### src/rtl/byte_serial_adder.sv
// byte_serial_adder: multi-precision adder that pushes one byte per clock
// through a single 8-bit ripple adder, chaining the carry in a register.
// Optional feature macro: BSA_SUB_EN adds the op_sub port (a - b mode).
//
// Datapath is two stages: p0 registers the selected operand byte pair,
// and the adder stage combines that pair with the carry register. This
// keeps the byte mux out of the carry loop. It also gives a capture-to-result
// latency of NBYTES+1 cycles.

module byteadder (
  input  logic [7:0] x,
  input  logic [7:0] y,
  input  logic       ci,
  output logic [7:0] s,
  output logic       co
);
  assign {co, s} = {1'b0, x} + {1'b0, y} + {8'd0, ci};
endmodule

module byte_serial_adder #(
  parameter int NBYTES = 4
) (
  input  logic                  clk,
  input  logic                  rst,
  input  logic                  in_valid,
  output logic                  in_ready,
  input  logic [8*NBYTES-1:0]   a,
  input  logic [8*NBYTES-1:0]   b,
  input  logic                  cin,
`ifdef BSA_SUB_EN
  input  logic                  op_sub,
`endif
  output logic                  out_valid,
  input  logic                  out_ready,
  output logic [8*NBYTES-1:0]   sum,
  output logic                  cout,
  output logic                  ovf
);

  localparam int W  = 8 * NBYTES;
  localparam int KW = $clog2(NBYTES);
  localparam logic [KW-1:0] K_LAST = KW'(NBYTES - 1);

  typedef enum logic [1:0] {S_IDLE, S_ADD, S_DONE} state_t;

  state_t          state_q, state_d;
  logic [W-1:0]    a_q, b_q;
  logic            c_q, c_d;
  logic [KW-1:0]   k_q, k_d;
  logic [W-1:0]    sum_q, sum_d;
  logic            cout_q, cout_d;
  logic            ovf_q, ovf_d;

  logic [7:0]      a_p0, b_p0;
  logic [KW-1:0]   k_p0;
  logic            vld_p0;

  logic [W-1:0]    b_in;
  logic            c_in;
  logic            capture, fetch, last_p0;
  logic [7:0]      s_byte;
  logic            c_byte, ovf_byte;

`ifdef BSA_SUB_EN
  // Subtract is a + ~b + 1; the stored operand is already the effective one.
  assign b_in = op_sub ? ~b : b;
  assign c_in = op_sub ? 1'b1 : cin;
`else
  assign b_in = b;
  assign c_in = cin;
`endif

  assign capture = (state_q == S_IDLE) && in_valid;
  assign last_p0 = (k_p0 == K_LAST);
  // Stop fetching once the top byte pair already sits in p0.
  assign fetch   = (state_q == S_ADD) && !(vld_p0 && last_p0);

  byteadder u_byteadder (
    .x  (a_p0),
    .y  (b_p0),
    .ci (c_q),
    .s  (s_byte),
    .co (c_byte)
  );

  // Signed overflow judged on the top byte against the effective addend.
  assign ovf_byte = (a_p0[7] == b_p0[7]) && (s_byte[7] != a_p0[7]);

  // Next-state decode of the IDLE/ADD/DONE sequencer.
  always_comb begin
    state_d = state_q;
    case (state_q)
      S_IDLE:  if (in_valid)            state_d = S_ADD;
      S_ADD:   if (vld_p0 && last_p0)   state_d = S_DONE;
      S_DONE:  if (out_ready)           state_d = S_IDLE;
      default:                          state_d = S_IDLE;
    endcase
  end

  // Next values of byte counter, carry chain and result registers.
  always_comb begin
    k_d    = k_q;
    c_d    = c_q;
    sum_d  = sum_q;
    cout_d = cout_q;
    ovf_d  = ovf_q;
    if (capture) begin
      k_d = '0;
      c_d = c_in;
    end else if (fetch && (k_q != K_LAST)) begin
      k_d = k_q + KW'(1);
    end
    if (vld_p0) begin
      c_d = c_byte;
      sum_d[{k_p0, 3'b000} +: 8] = s_byte;
      if (last_p0) begin
        cout_d = c_byte;
        ovf_d  = ovf_byte;
      end
    end
  end

  // Control and result registers, cleared by synchronous reset.
  always_ff @(posedge clk) begin
    if (rst) begin
      state_q <= S_IDLE;
      k_q     <= '0;
      c_q     <= 1'b0;
      vld_p0  <= 1'b0;
      sum_q   <= '0;
      cout_q  <= 1'b0;
      ovf_q   <= 1'b0;
    end else begin
      state_q <= state_d;
      k_q     <= k_d;
      c_q     <= c_d;
      vld_p0  <= fetch;
      sum_q   <= sum_d;
      cout_q  <= cout_d;
      ovf_q   <= ovf_d;
    end
  end

  // Operand capture and p0 byte-select registers (data only, no reset).
  always_ff @(posedge clk) begin
    if (capture) begin
      a_q <= a;
      b_q <= b_in;
    end
    if (fetch) begin
      a_p0 <= a_q[{k_q, 3'b000} +: 8];
      b_p0 <= b_q[{k_q, 3'b000} +: 8];
      k_p0 <= k_q;
    end
  end

  assign in_ready  = (state_q == S_IDLE);
  assign out_valid = (state_q == S_DONE);
  assign sum       = sum_q;
  assign cout      = cout_q;
  assign ovf       = ovf_q;

endmodule

### config.mk
export PLATFORM = sky130hd
export DESIGN_NAME = byte_serial_adder
export DESIGN_NICKNAME = d
export VERILOG_FILES = /design/src/rtl/byte_serial_adder.sv
export SDC_FILE = /design/constraint.sdc
export NUM_CORES = 1
export LEC_CHECK = 0
export BUFFER_PORTS_ARGS = -buffer_cell sky130_fd_sc_hd__clkbuf_2
export CAP_MARGIN = 30
export CORE_MARGIN = 2
export CORE_UTILIZATION = 40
export CTS_CLUSTER_DIAMETER = 200
export DETAILED_ROUTE_END_ITERATION = 10
export GPL_TIMING_DRIVEN = 1
export SLEW_MARGIN = 20
export SYNTH_ARGS = -nofsm -noshare
export SYNTH_HDL_FRONTEND = slang
export SYNTH_SLANG_ARGS = --single-unit
export TNS_END_PERCENT = 50
### constraint.sdc
create_clock -name clk -period 5.59 [get_ports clk]
set_input_delay 1.118 -clock clk [delete_from_list [all_inputs] [get_ports clk]]
set_output_delay 1.118 -clock clk [all_outputs]
set_load 0.02 [all_outputs]
Word level (Yosys, flattened, before mapping)
Index checks and enable logic that the tools add are counted.
{ "totals": {"reg_bits": 122, "latch_bits": 0, "mem_bits_rw": 0, "rom_bits": 0, "inputBits": 69, "output_inout_bits": 36, "wordCells": 47, "mem_count": 0} }
{ "classes": {"n_addsub": 4, "multipliers": 0, "div_mod_pow": 0, "magnitude_cmp": 0, "eq_ne": 9, "shift": 4, "n_mux": 7, "bitwise_logic": 0, "n_reduce_logical": 11} }
{ "ops": {"columns": ["op", "count"], "rows": [
  ["$shiftx 32x6->8", 2],
  ["$bwmux 32", 1],
  ["$shift 8x7->32 const A", 1],
  ["$shiftx 8x7->32", 1],
  ["$add 8x8->9", 1],
  ["$add 9x1->9", 1],
  ["$neg 5->7", 1],
  ["$mux 2", 3],
  ["$pmux 2 s3", 1],
  ["$logic_and 1x1->1", 5],
  ["$eq 2x2->1 const B", 2],
  ["$ne 2x1->1 const B", 2],
  ["$ne 2x2->1 const B", 2],
  ["$reduce_and 3->1", 1],
  ["$add 2x1->2 const B", 1],
  ["$eq 2x1->1 const B", 1],
  ["$logic_not 2->1", 1],
  ["$mux 1", 2],
  ["$reduce_and 2->1", 1],
  ["$reduce_bool 2->1", 1],
  ["$reduce_or 2->1", 1],
  ["$eq 1x1->1", 1],
  ["$logic_not 1->1", 1],
  ["$ne 1x1->1", 1]
]} }

Logic depth before layout (Yosys ltp)
{ "depth": {"depth_word": 5, "depth_mapped": 6, "ltp_nobuf": 6} }

Modules after synthesis
From an unflattened synthesis, not the netlist that was laid out.
{ "hier_totals": {"hier_cells": 327, "hier_area_um2": 4898.4} }
{ "modules_own_cells": {"columns": ["mod", "instances", "cells_each", "area_each_um2", "seq_area_each_um2"], "rows": [
  ["byte_serial_adder", 1, 285, 4566.9, 3263.1],
  ["byteadder", 1, 42, 331.6, 0.0]
]} }

Least setup slack after synthesis
Ideal clock, no wire load.
{ "synth_path": {"path_type": "input-to-reg", "from": "input port in_valid", "to": "register c_q", "setup_ns": 0.122, "arrival_ns": 4.371, "t_required_ns": 5.468, "slack_ns": 1.097, "cell_stages": 4, "n_path_buf": 0, "cell_sequence": "nor3b_2 -> mux2_2 -> o21ai_0 -> a21oi_1"} }
{ "synth_between": {"elab_chain_len": 2} }
{ "synth_lines": {"columns": ["item", "line_no", "source"], "rows": [
  ["start, declared", "25", "input logic in_valid,"],
  ["$logic_and 1x1->1", "73", "assign capture = (state_q == S_IDLE) && in_valid;"],
  ["$reduce_bool 2->1 (no source line)", null, null],
  ["end signal, assigned", "128", "c_q <= 1'b0;"],
  ["end signal, assigned", "136", "c_q <= c_d;"],
  ["end, declared", "48", "logic c_q, c_d;"]
]} }
No other way between the ends.
A chain may end at the register's enable or synchronous reset.

==> out/qor.csv <==
metric,value,unit
boundaryPins,105,
cts_root_buffer,clkbuf_16,
grt_usage,15.1,%
ant_nets,0,
cts.sinks,122,
switching_share,23.1,%
layout_min_cycle_time,2770,ps
slowest_delay,760,ps
dp_slack,2420,ps
cp-start-kind,primary input,
grt_pass1_wl,14.7,mm
pwr_density_cell,367,nW/µm²
placedInstanceArea,5500,µm²
skew,5.73,ps
synth_edf_count,82,
setup_viol,0,
clockBufferDepth,2,
r2r-end,sum[6]$_SDFFE_PP0P_,
clock_latency,410,ps
drt-pass1-iter-count,4,
worst_slack,2820,ps
path_class,in -> reg,
critPathLaunch,rst,
path_cells,clkbuf_2 > clkinv_1 > nand4b_1 > a21oi_1 > a311o_1,
fin_setup_tns,0,ps
synth_ff_type,edfxtp_1,
die_area,13000,µm²
vias,2925,
syn-instance-count,309,
worst_pin_slew,908,ps
worstPathRequired,5880,ps
synth-warning-count,0,
die_height,114,µm
cp_slowest_cell,clkinv_1,
hold_class,reg -> reg,
period_share,49.5,%
htreeDepth,4,
finalHoldViolCount,0,
drt_iter0_drc,183,
cp_data_arrival_time,3060,ps
switchingPower,0.000512,W
gp_congestion,0.745,
rsz0062_at_grt,false,
p_clk_share,44.7,%
core-area,11900,µm²
crit_path_end_kind,flip-flop,
grt_antenna_before_repair,0,
max_slew_margin,39.4,%
dpl.hpwl,6.56,mm
internal_power,0.00171,W
power_leakage,2.31,nW
drc,0,
peakVddDrop,260,µV
cts_setup_buffers,0,
cts_tree,built,
cp-endpoint,ovf$_SDFFE_PP0P_,
r2r-start,a_p0[0]$_DFFE_PP_,
area_delta_synth_final,24.6,%
p_comb_share,8.5,%
fin_area,6050,µm²
clk_pin_slew,50,ps
fin_nets,505,
cap_violations,0,
syn_area_per_cell,15.7,µm²
grt_pass1_vias,2893,
critPathMaxFanout,27,
grt_overflow_total,0,
power,0.00222,W
seqPwrFrac,46.7,%
io_buffers,104,
via_per_inst,5.04,
slew_violations,0,
num_rows,40,
synth-seq-area-share,67.2,%
dieWidth,114,µm
worst-r2r-setup-slack,3190,ps
final_util,50.8,%
drt_wl_total,9.02,mm
fmax,361,MHz
syn_area,4850,µm²
worst-r2r-cell-count,6,
start_util,40.7,%
final_layout_size_suffix_gt1_share,38.6,%
wire_per_inst,15.6,µm
ys_ff_latch,122,
synth_nets,393,
grt_max_degree,65,
status,"finished, final reports clean",
n_antenna_cell,0,
post_cts_resized,0,
postCtsHoldBufs,0,
synthArstFlopShare,0,%
numCtsBuffers,17,
synth_cell_types,60,
## layer usage
layer | GRT usage (%) | share of wire (%) | vias to the layer above | wire [µm]
met5 | 0 | 0 | - | 0
met4 | 6.59 | 1.7 | 0 | 155
met3 | 5.93 | 7.6 | 13 | 690
met2 | 21.9 | 44 | 104 | 3950
met1 | 20.1 | 47 | 1368 | 4230
li1 | - | - | 1440 | -
## registers in the layout, summed over array words and instances (netlist names)
register	count
b_p0	8
state_q	2
b_q	32
c_q	1
a_q	32
k_p0	2
a_p0	8
vld_p0	1
cout	1
sum	32
ovf	1
k_q	2
## power groups by stage
stage / clock network [W] / logic [W] / registers (W)
2_1_floorplan: 0 / 0.000135 / 0.00105
3_5_place_dp: 0 / 0.000192 / 0.00106
4_1_cts: 0.00102 / 0.000193 / 0.00104
3_3_place_gp: 0 / 0.000189 / 0.00105
6_report: 0.000992 / 0.000190 / 0.00104
5_1_grt: 0.00106 / 0.000212 / 0.00104
## kinds of logic (layout without fill, tap and decap cells)
| kind of cell | Yosys count | count (layout) | synth area share (%) |
|---|---|---|---|
| DFF | 122 | 122 | 67.2 |
| and+or+nand+nor | 67 | 67 | 7.97 |
| AOI/OAI and AO/OA | 59 | 59 | 9.05 |
| buffers and inverters | 20 | 144 | 2.27 |
| muxes | 18 | 18 | 7.86 |
| adders and majority gates | 15 | 15 | 4.18 |
| xor gates and xnor gates | 8 | 8 | 1.44 |
## worst max-delay path, delay by kind of cell
family | cells | cell delay (ps)
compound gates | 2 | 380
buf+inv | 2 | 1200
simple gates | 1 | 350
## final cells by class
class	count	area, µm²
clock buffers	17	425
well taps	147	184
multi-input cells	167	1490
flip-flops and latches	122	3260
clock inverters	14	125
repair buffers	106	536
inverters	7	26.3
fillers	1047	5870
## cell usage after synthesis, types with 2 or more instances
library cell	instances	area, µm²
nor3_1	3	15.0
nand3_1	15	75.1
o211ai_1	3	22.5
xor2_1	4	35.0
nand2_1	8	30.0
edfxtp_1	82	2460
clkbuf_8	2	27.5
nor2_1	17	63.8
a22oi_1	13	97.6
a21oi_1	8	40.0
fa_1	2	40.0
xnor2_1	4	35.0
and3_1	2	12.5
buf_2	2	10.0
a21o_1	2	15.0
a32o_1	6	60.1
inv_1	6	22.5
clkbuf_1	5	18.8
mux4_2	16	360
nor2b_1	3	18.8
dfxtp_1	40	801
ha_1	13	163
nor3b_2	2	25.0
o31ai_1	2	15.0
o21ai_0	14	70.1
## how the worst min path moves through the flow
stage / start / to / slack, ps / cells past startpoint
finish: sum[13]$_SDFFE_PP0P_ / sum[13]$_SDFFE_PP0P_ / 460 / 2
detailed placement: sum[13]$_SDFFE_PP0P_ / sum[13]$_SDFFE_PP0P_ / 460 / 2
global placement: sum[13]$_SDFFE_PP0P_ / sum[13]$_SDFFE_PP0P_ / 450 / 2
global route: sum[13]$_SDFFE_PP0P_ / sum[13]$_SDFFE_PP0P_ / 490 / 2
floorplan: k_q[0]$_SDFFE_PP0P_ / k_p0[0]$_DFFE_PP_ / 430 / 0
CTS: sum[13]$_SDFFE_PP0P_ / sum[13]$_SDFFE_PP0P_ / 470 / 2
## cell usage in the layout (no fill, tap or decap), types with 2 or more instances in the layout
cell,count
clkinv_4,3
nor2_1,17
o31ai_1,2
inv_6,2
nand3_1,15
a22oi_1,13
nand2_1,8
nor3_1,3
dfxtp_1,40
clkinv_1,2
edfxtp_1,82
o21ai_0,14
ha_1,13
a32o_1,6
clkinv_2,2
nor2b_1,3
clkbuf_16,17
o211ai_1,3
buf_4,2
fa_1,2
inv_1,6
clkinvlp_4,5
and3_1,2
a21oi_1,8
mux4_2,16
xor2_1,4
a21o_1,2
clkbuf_2,104
xnor2_1,4
## through the flow
stage | hold WS (ps) | cells
6_report | 464 | 580
4_1_cts | 468 | 580
3_3_place_gp | 450 | 549
5_1_grt | 493 | 580
3_5_place_dp | 461 | 549
2_1_floorplan | 431 | 309
No activity file was read; power rests on OpenSTA's default activity.
